$ cat config.mk
export PLATFORM = sky130hd
export DESIGN_NAME = pulse_delay_bank
export DESIGN_NICKNAME = d
export VERILOG_FILES = /design/src/rtl/pulse_delay_bank.sv
export SDC_FILE = /design/constraint.sdc
export NUM_CORES = 1
export LEC_CHECK = 0
export BUFFER_PORTS_ARGS = -buffer_cell sky130_fd_sc_hd__buf_4
export CAP_MARGIN = 40
export CORE_ASPECT_RATIO = 2
export CORE_MARGIN = 1.5
export CORE_UTILIZATION = 61
export DETAILED_ROUTE_END_ITERATION = 7
export PLACE_DENSITY = 0.93
export SETUP_SLACK_MARGIN = 0.15
export SYNTH_ARGS = -nofsm -noshare
export SYNTH_HDL_FRONTEND = slang
export SYNTH_SLANG_ARGS = --single-unit
$ cat constraint.sdc
create_clock -name CLK -period 3.55 [get_ports CLK]
set_input_delay 0.5325 -clock CLK [delete_from_list [all_inputs] [get_ports CLK]]
set_output_delay 0.5325 -clock CLK [all_outputs]
set_load 0.01 [all_outputs]
$ cat src/rtl/pulse_delay_bank.sv
// pulse_delay_bank: independent per-channel trigger -> delay -> pulse generators.
// Each channel watches for a rising edge on trig, counts down a latched delay,
// then drives pulse_out for a latched number of cycles and strobes done.
// mode selects whether a trigger arriving while busy is dropped (flagging miss)
// or restarts the sequence.
module pulse_delay_bank #(
    parameter int CHANNELS = 4,
    parameter int CNT_W    = 8
) (
    input  logic                      CLK,
    input  logic                      RST_N,
    input  logic [CHANNELS-1:0]       trig,
    input  logic [CHANNELS-1:0]       mode,
    input  logic [CHANNELS*CNT_W-1:0] delay,
    input  logic [CHANNELS*CNT_W-1:0] width,
    input  logic                      miss_clr,
    output logic [CHANNELS-1:0]       pulse_out,
    output logic [CHANNELS-1:0]       busy,
    output logic [CHANNELS-1:0]       done,
    output logic [CHANNELS-1:0]       miss
);

    typedef enum logic [1:0] {
        ST_IDLE  = 2'd0,
        ST_DELAY = 2'd1,
        ST_PULSE = 2'd2
    } state_t;

    localparam logic [CNT_W-1:0] CNT_ONE = CNT_W'(1);

    // A zero pulse width is promoted to a single-cycle pulse.
    function automatic logic [CNT_W-1:0] eff_width(input logic [CNT_W-1:0] w);
        return (w == '0) ? CNT_ONE : w;
    endfunction

    for (genvar gi = 0; gi < CHANNELS; gi++) begin : g_ch
        state_t           state_q, state_d;
        logic [CNT_W-1:0] cnt_q, cnt_d;
        // The latched delay lives directly in cnt; only the width needs its own
        // register because it is consumed after the delay phase.
        logic [CNT_W-1:0] wid_q, wid_d;
        logic             trig_q;
        logic             done_q, done_d;
        logic             miss_q, miss_d;
        logic             evt;
        logic             accept;
        logic [CNT_W-1:0] dly_in;
        logic [CNT_W-1:0] wid_in;

        assign dly_in = delay[gi*CNT_W +: CNT_W];
        assign wid_in = width[gi*CNT_W +: CNT_W];
        assign evt    = trig[gi] & ~trig_q;
        // Busy channels only accept a new event when retriggerable; an event on
        // the final pulse edge still counts as busy.
        assign accept = evt & ((state_q == ST_IDLE) | mode[gi]);

        // Next-state, counter and flag logic for one channel.
        always_comb begin
            state_d = state_q;
            cnt_d   = cnt_q;
            wid_d   = wid_q;
            done_d  = 1'b0;
            // A miss on the same edge as miss_clr wins.
            miss_d  = (miss_q & ~miss_clr) | (evt & ~accept);

            if (accept) begin
                wid_d = wid_in;
                if (dly_in == '0) begin
                    state_d = ST_PULSE;
                    cnt_d   = eff_width(wid_in);
                end else begin
                    state_d = ST_DELAY;
                    cnt_d   = dly_in;
                end
            end else begin
                case (state_q)
                    ST_DELAY: begin
                        if (cnt_q == CNT_ONE) begin
                            state_d = ST_PULSE;
                            cnt_d   = eff_width(wid_q);
                        end else begin
                            cnt_d = cnt_q - CNT_ONE;
                        end
                    end
                    ST_PULSE: begin
                        if (cnt_q == CNT_ONE) begin
                            state_d = ST_IDLE;
                            cnt_d   = '0;
                            done_d  = 1'b1;
                        end else begin
                            cnt_d = cnt_q - CNT_ONE;
                        end
                    end
                    default: begin
                        state_d = ST_IDLE;
                    end
                endcase
            end
        end

        // Channel state registers; reset aborts any running sequence silently.
        always_ff @(posedge CLK or negedge RST_N) begin
            if (!RST_N) begin
                state_q <= ST_IDLE;
                cnt_q   <= '0;
                wid_q   <= '0;
                trig_q  <= 1'b0;
                done_q  <= 1'b0;
                miss_q  <= 1'b0;
            end else begin
                state_q <= state_d;
                cnt_q   <= cnt_d;
                wid_q   <= wid_d;
                trig_q  <= trig[gi];
                done_q  <= done_d;
                miss_q  <= miss_d;
            end
        end

        assign pulse_out[gi] = (state_q == ST_PULSE);
        assign busy[gi]      = (state_q != ST_IDLE);
        assign done[gi]      = done_q;
        assign miss[gi]      = miss_q;
    end

endmodule

# After elaboration in Yosys (flattened, before gate mapping)
# Index checks and enable logic that the tools add are counted.
# Widths: inputs -> output; s select.
# word_totals
input_bits	75
reg_bits	84
wordCells	169
out_inout_bits	16
# op_classes
addsub	4
muxes	60
reduce_logical	28
bitwise_logic	33
eq_ne	20
# op_table
operator	n
$mux 8	24
$logic_not 8->1	12
$pmux 8 s2	4
$eq 8x1->1 const B	4
$mux 2	16
$sub 8x1->8 const B	4
$and 1x1->1	16
$pmux 2 s2	4
$mux 1	12
$ne 3x1->1 const B	4
$ne 3x3->1 const B	4
$reduce_bool 3->1	4
$not 1->1	9
$eq 2x1->1 const B	4
$eq 2x2->1 const B	4
$logic_not 2->1	4
$or 1x1->1	8
$reduce_and 2->1	4
$reduce_bool 2->1	4

# Logic depth before layout (Yosys ltp)
# depth
depth_word	6
depth_mapped	8
depth_no_buf	7

# Worst setup path before layout
# Ideal clock, no wire load.
# synth_timing
kind	reg-to-reg
start	register g_ch[2].cnt_q[1]
end	register g_ch[2].cnt_q[3]
period_less_slack_ps	1932
path_stages_with_launch	8
slack_ps	1618
setup_ps	132
path_buffers	0
t_required_ps	3418
arrival_time_ps	1800
path_cell_list	dfrtp_1 -> inv_1 -> ha_1 -> or4b_4 -> nor2_1 -> o21ai_0 -> a221oi_1 -> o21ai_0
# synth_between
elab_chain_cells	4
elab_cells_between_ends	6
classes_between	add/sub (1); eq/ne (1); mux (4)
# synth_rtl
element	line	rtl
start, declared	38	logic [CNT_W-1:0] cnt_q, cnt_d;
start signal, assigned	112	cnt_q <= cnt_d;
$sub 8x1->8 or $eq 8x1->1 (tied branches)	n/a	
$mux 8, on equally long branches	86, 78	
$pmux 8 s2 (*)	76	case (state_q)
$mux 8 (*)	66	if (accept) begin
# Every way passes the cells marked *; elsewhere a longest branch is shown, timed or not.
# A chain may end at the register's enable or synchronous reset.

# Worst setup path in the final report
# layout_timing
start	register g_ch[0].cnt_q[4]
end	register g_ch[0].cnt_q[1]
# layout_between
elab_chain_cells	4
elab_cells_between_ends	5
classes_between	eq/ne (1); mux (4)
# layout_rtl
element	line
start, declared	38
start signal, assigned	112
$eq 8x1->1 (*)	78, 86
$mux 8, on equally long branches	86, 78
$pmux 8 s2 (*)	76
$mux 8 (*)	66
# Marked as above.

==> results.txt <==
FP Rows: 46
Layout Nets: 751
P_sw: 1.71 mW
flop2flop setup slack: 1170 ps
Synth area leaders: dfrtp_1, nand2_1, a21oi_1
critical path capture point type: register
DRC: 0
fin crit period: 2380 ps
max cap viols: 0
Routed wire per std cell: 18.3 um
sequential share of power: 38.2%
Die W: 67.5 um
Final Cycle Share: 67.1%
register cell area after layout: 2100 um^2
Async SR Flop Fraction: 100%
Root Buffer Master: clkbuf_16
Crit path required time: 3760 ps
P_int: 2.68 mW
critical path class: register to register
Worst-path clk slew: 60 ps
Post-synth EDFFs: 0
status: finished, final reports clean
Inserted Clock Buffers: 9
pin count of the biggest net entering global routing: 60
syn_area_per_cell: 8.62 um^2
HP Class: input pin to asynchronous set/reset pin
core area: 8000 um^2
Max transition margin: 45.5%
Post-Syn Instances: 589
gr busiest metal: met2
post-synth top area share: 41.4%
final WL: 14,100 um
mapped cell area: 5080 um^2
placed cells: 750
Vias/cell: 6.55
post-cts hold buffer count: 0
Routability Congestion: 0.950
initial core utilization: 63.5%
detailed-route via count: 5,035
grt met3 use: 9.74%
CTS resizes: 0
Seq/Total Area, Yosys: 41.4%
syn_nets: 672
Total GRT Usage: 34.4%
worst skew pair latency: 340 ps
count of cell types in the netlist: 74
sw frac: 38.9%
clock skew: 4.14 ps
Fin Setup TNS: 0 ps
number of setup buffers added after CTS: 0
dpl hpwl: 10,100 um
Hold WS: 100 ps
Congestion Overflow GR: 0
die height: 132 um
Clk pwr share: 23.4%
Logic pwr share: 38.4%
IO buf count: 90
antenna violations before repair: 0
first-pass GRT wire length: 23,600 um
routing usage on met2: 57.2%
TritonCTS clock tree: done
area leader, netlist: dfrtp_1
GR Util met1: 39.1%
max-slew violation count: 0
critical path peak fanout: 16
Layout Cells excl Fill: 769
CP Data Arrival Time: 2590 ps
DRT iter0 DRCs: 688
CP startpoint kind: register
Setup-failing EPs final: 0
vias in the first global route: 5,018
main flop type after synthesis: dfrtp_1
RSZ-0062 raised after global routing: false
Worst Max-Slew Pin Slew: 812 ps
most frequent cells in the layout: nand2_1, buf_4, dfrtp_1
H-tree levels: 3
most common cell after layout, fill and taps aside: nand2_1
Final ANT Viol Nets: 0
leak pwr: 2.75 nW
Synth warnings: 0
clk sinks: 84
endpoints failing hold: 0
P per Cell Area: 719 nW/um^2
n_diodes: 0
area of the multi-input gates: 2720 um^2
#FFs+latches synth: 84
ratio of cells with drive above 1 in the final layout: 20.2%
fill count: 560
Clock Tree Buf Depth: 2
Die ar.: 8910 um^2
f_max: 0.420 GHz
# IOs: 91
Layout area overhead: 20.3%
Final Total Pwr: 4.39 mW
VDD IR max: 0.483 mV
drt pass-1 iters: 6
[power groups by stage]
| stage | clock network (mW) | registers, mW | logic [mW] |
|---|---|---|---|
| after floorplan | 0 | 1.56 | 1.21 |
| after global placement | 0 | 1.65 | 1.53 |
| after detailed placement | 0 | 1.67 | 1.61 |
| after CTS | 1.04 | 1.66 | 1.65 |
| after global routing | 1.08 | 1.73 | 1.88 |
| final | 1.03 | 1.68 | 1.68 |
[layer usage]
| layer | vias up | part of all wire (%) |
|---|---|---|
| met2 | 281 | 53 |
| met1 | 2393 | 36 |
| li1 | 2305 | - |
| met5 | - | 0 |
| met4 | 0 | 4.5 |
| met3 | 56 | 6.7 |
[cells by family (layout without fill, tap and decap cells)]
kind of cell             after synthesis  in the layout  synth area share [%]
buffers and inverters                 51            135                  4.98
AO/OA/AOI/OAI                        161            161                  22.5
XOR/XNOR                              11             11                  1.90
multiplexers                           2              2                 0.444
adder cells (fa/ha/maj)                8              8                  1.97
AND/OR/NAND/NOR                      272            272                  26.8
flip-flops                            84             84                  41.4
[final timing paths]
| path | start | to | cells past startpoint |
|---|---|---|---|
| max | g_ch[0].cnt_q[4]$_DFFE_PN0P_ | g_ch[0].cnt_q[1]$_DFFE_PN0P_ | 5 |
| min | RST_N | g_ch[0].cnt_q[7]$_DFFE_PN0P_ | 1 |
| max reg2reg | g_ch[0].cnt_q[4]$_DFFE_PN0P_ | g_ch[0].cnt_q[1]$_DFFE_PN0P_ | 5 |
| min reg2reg | g_ch[2].wid_q[0]$_DFFE_PN0P_ | g_ch[2].wid_q[0]$_DFFE_PN0P_ | 2 |
| max in group asynchronous | RST_N | g_ch[2].cnt_q[7]$_DFFE_PN0P_ | 2 |
| min in group CLK | trig[1] | g_ch[1].trig_q$_DFF_PN0_ | 1 |
[synthesized netlist by cell type (3+ instances only)]
library cell / instances
a311oi_1: 10
a21o_1: 7
nor4_1: 12
nor3b_1: 4
o21ai_0: 23
nand2_1: 131
clkbuf_1: 13
nor2b_1: 9
a41oi_1: 3
buf_4: 8
xnor2_1: 9
buf_6: 3
nor3_1: 20
a21oi_1: 34
a211o_1: 3
or4_1: 11
nand4_1: 3
o31ai_1: 12
nor4b_1: 3
nand3_1: 7
a22o_1: 7
and2_1: 3
buf_2: 7
o21a_1: 3
nand2b_1: 8
a22oi_1: 6
a31oi_1: 8
nor2_1: 40
dfrtp_1: 84
a211oi_1: 14
ha_1: 8
inv_1: 20
[critical path: stages (launching register included)]
cell and delay (ps):
dfrtp_1 430, nor4_1 520, nor4b_4 740, nor3_1 130, a211oi_1 280, a32oi_1 150
[flip-flops by register name, summed over array words and instances, names as in the netlist]
| name | count |
|---|---|
| g_ch.cnt_q | 32 |
| g_ch.wid_q | 32 |
| g_ch.state_q | 8 |
| g_ch.done_q | 4 |
| g_ch.miss_q | 4 |
| g_ch.trig_q | 4 |
[stage by stage]
step | worst slack [ps] | utilization [%] | cell area [um^2]
2_1_floorplan | 1620 | - | 5080
3_3_place_gp | 1380 | 71.6 | 5720
3_5_place_dp | 1230 | 72.0 | 5760
4_1_cts | 1260 | 76.1 | 6090
5_1_grt | 1020 | 76.3 | 6100
6_report | 1170 | 76.3 | 6100
[area by class of cell]
type                            count  share of cell area, %
Clock inverter                      5                   1.39
Multi-Input combinational cell    454                   44.6
Clock buffer                       11                   3.98
Tap cell                           96                   1.97
Inverter                           20                   1.23
Sequential cell                    84                   34.4
Timing Repair Buffer               99                   12.4
No activity file was read; power rests on OpenSTA's default activity.
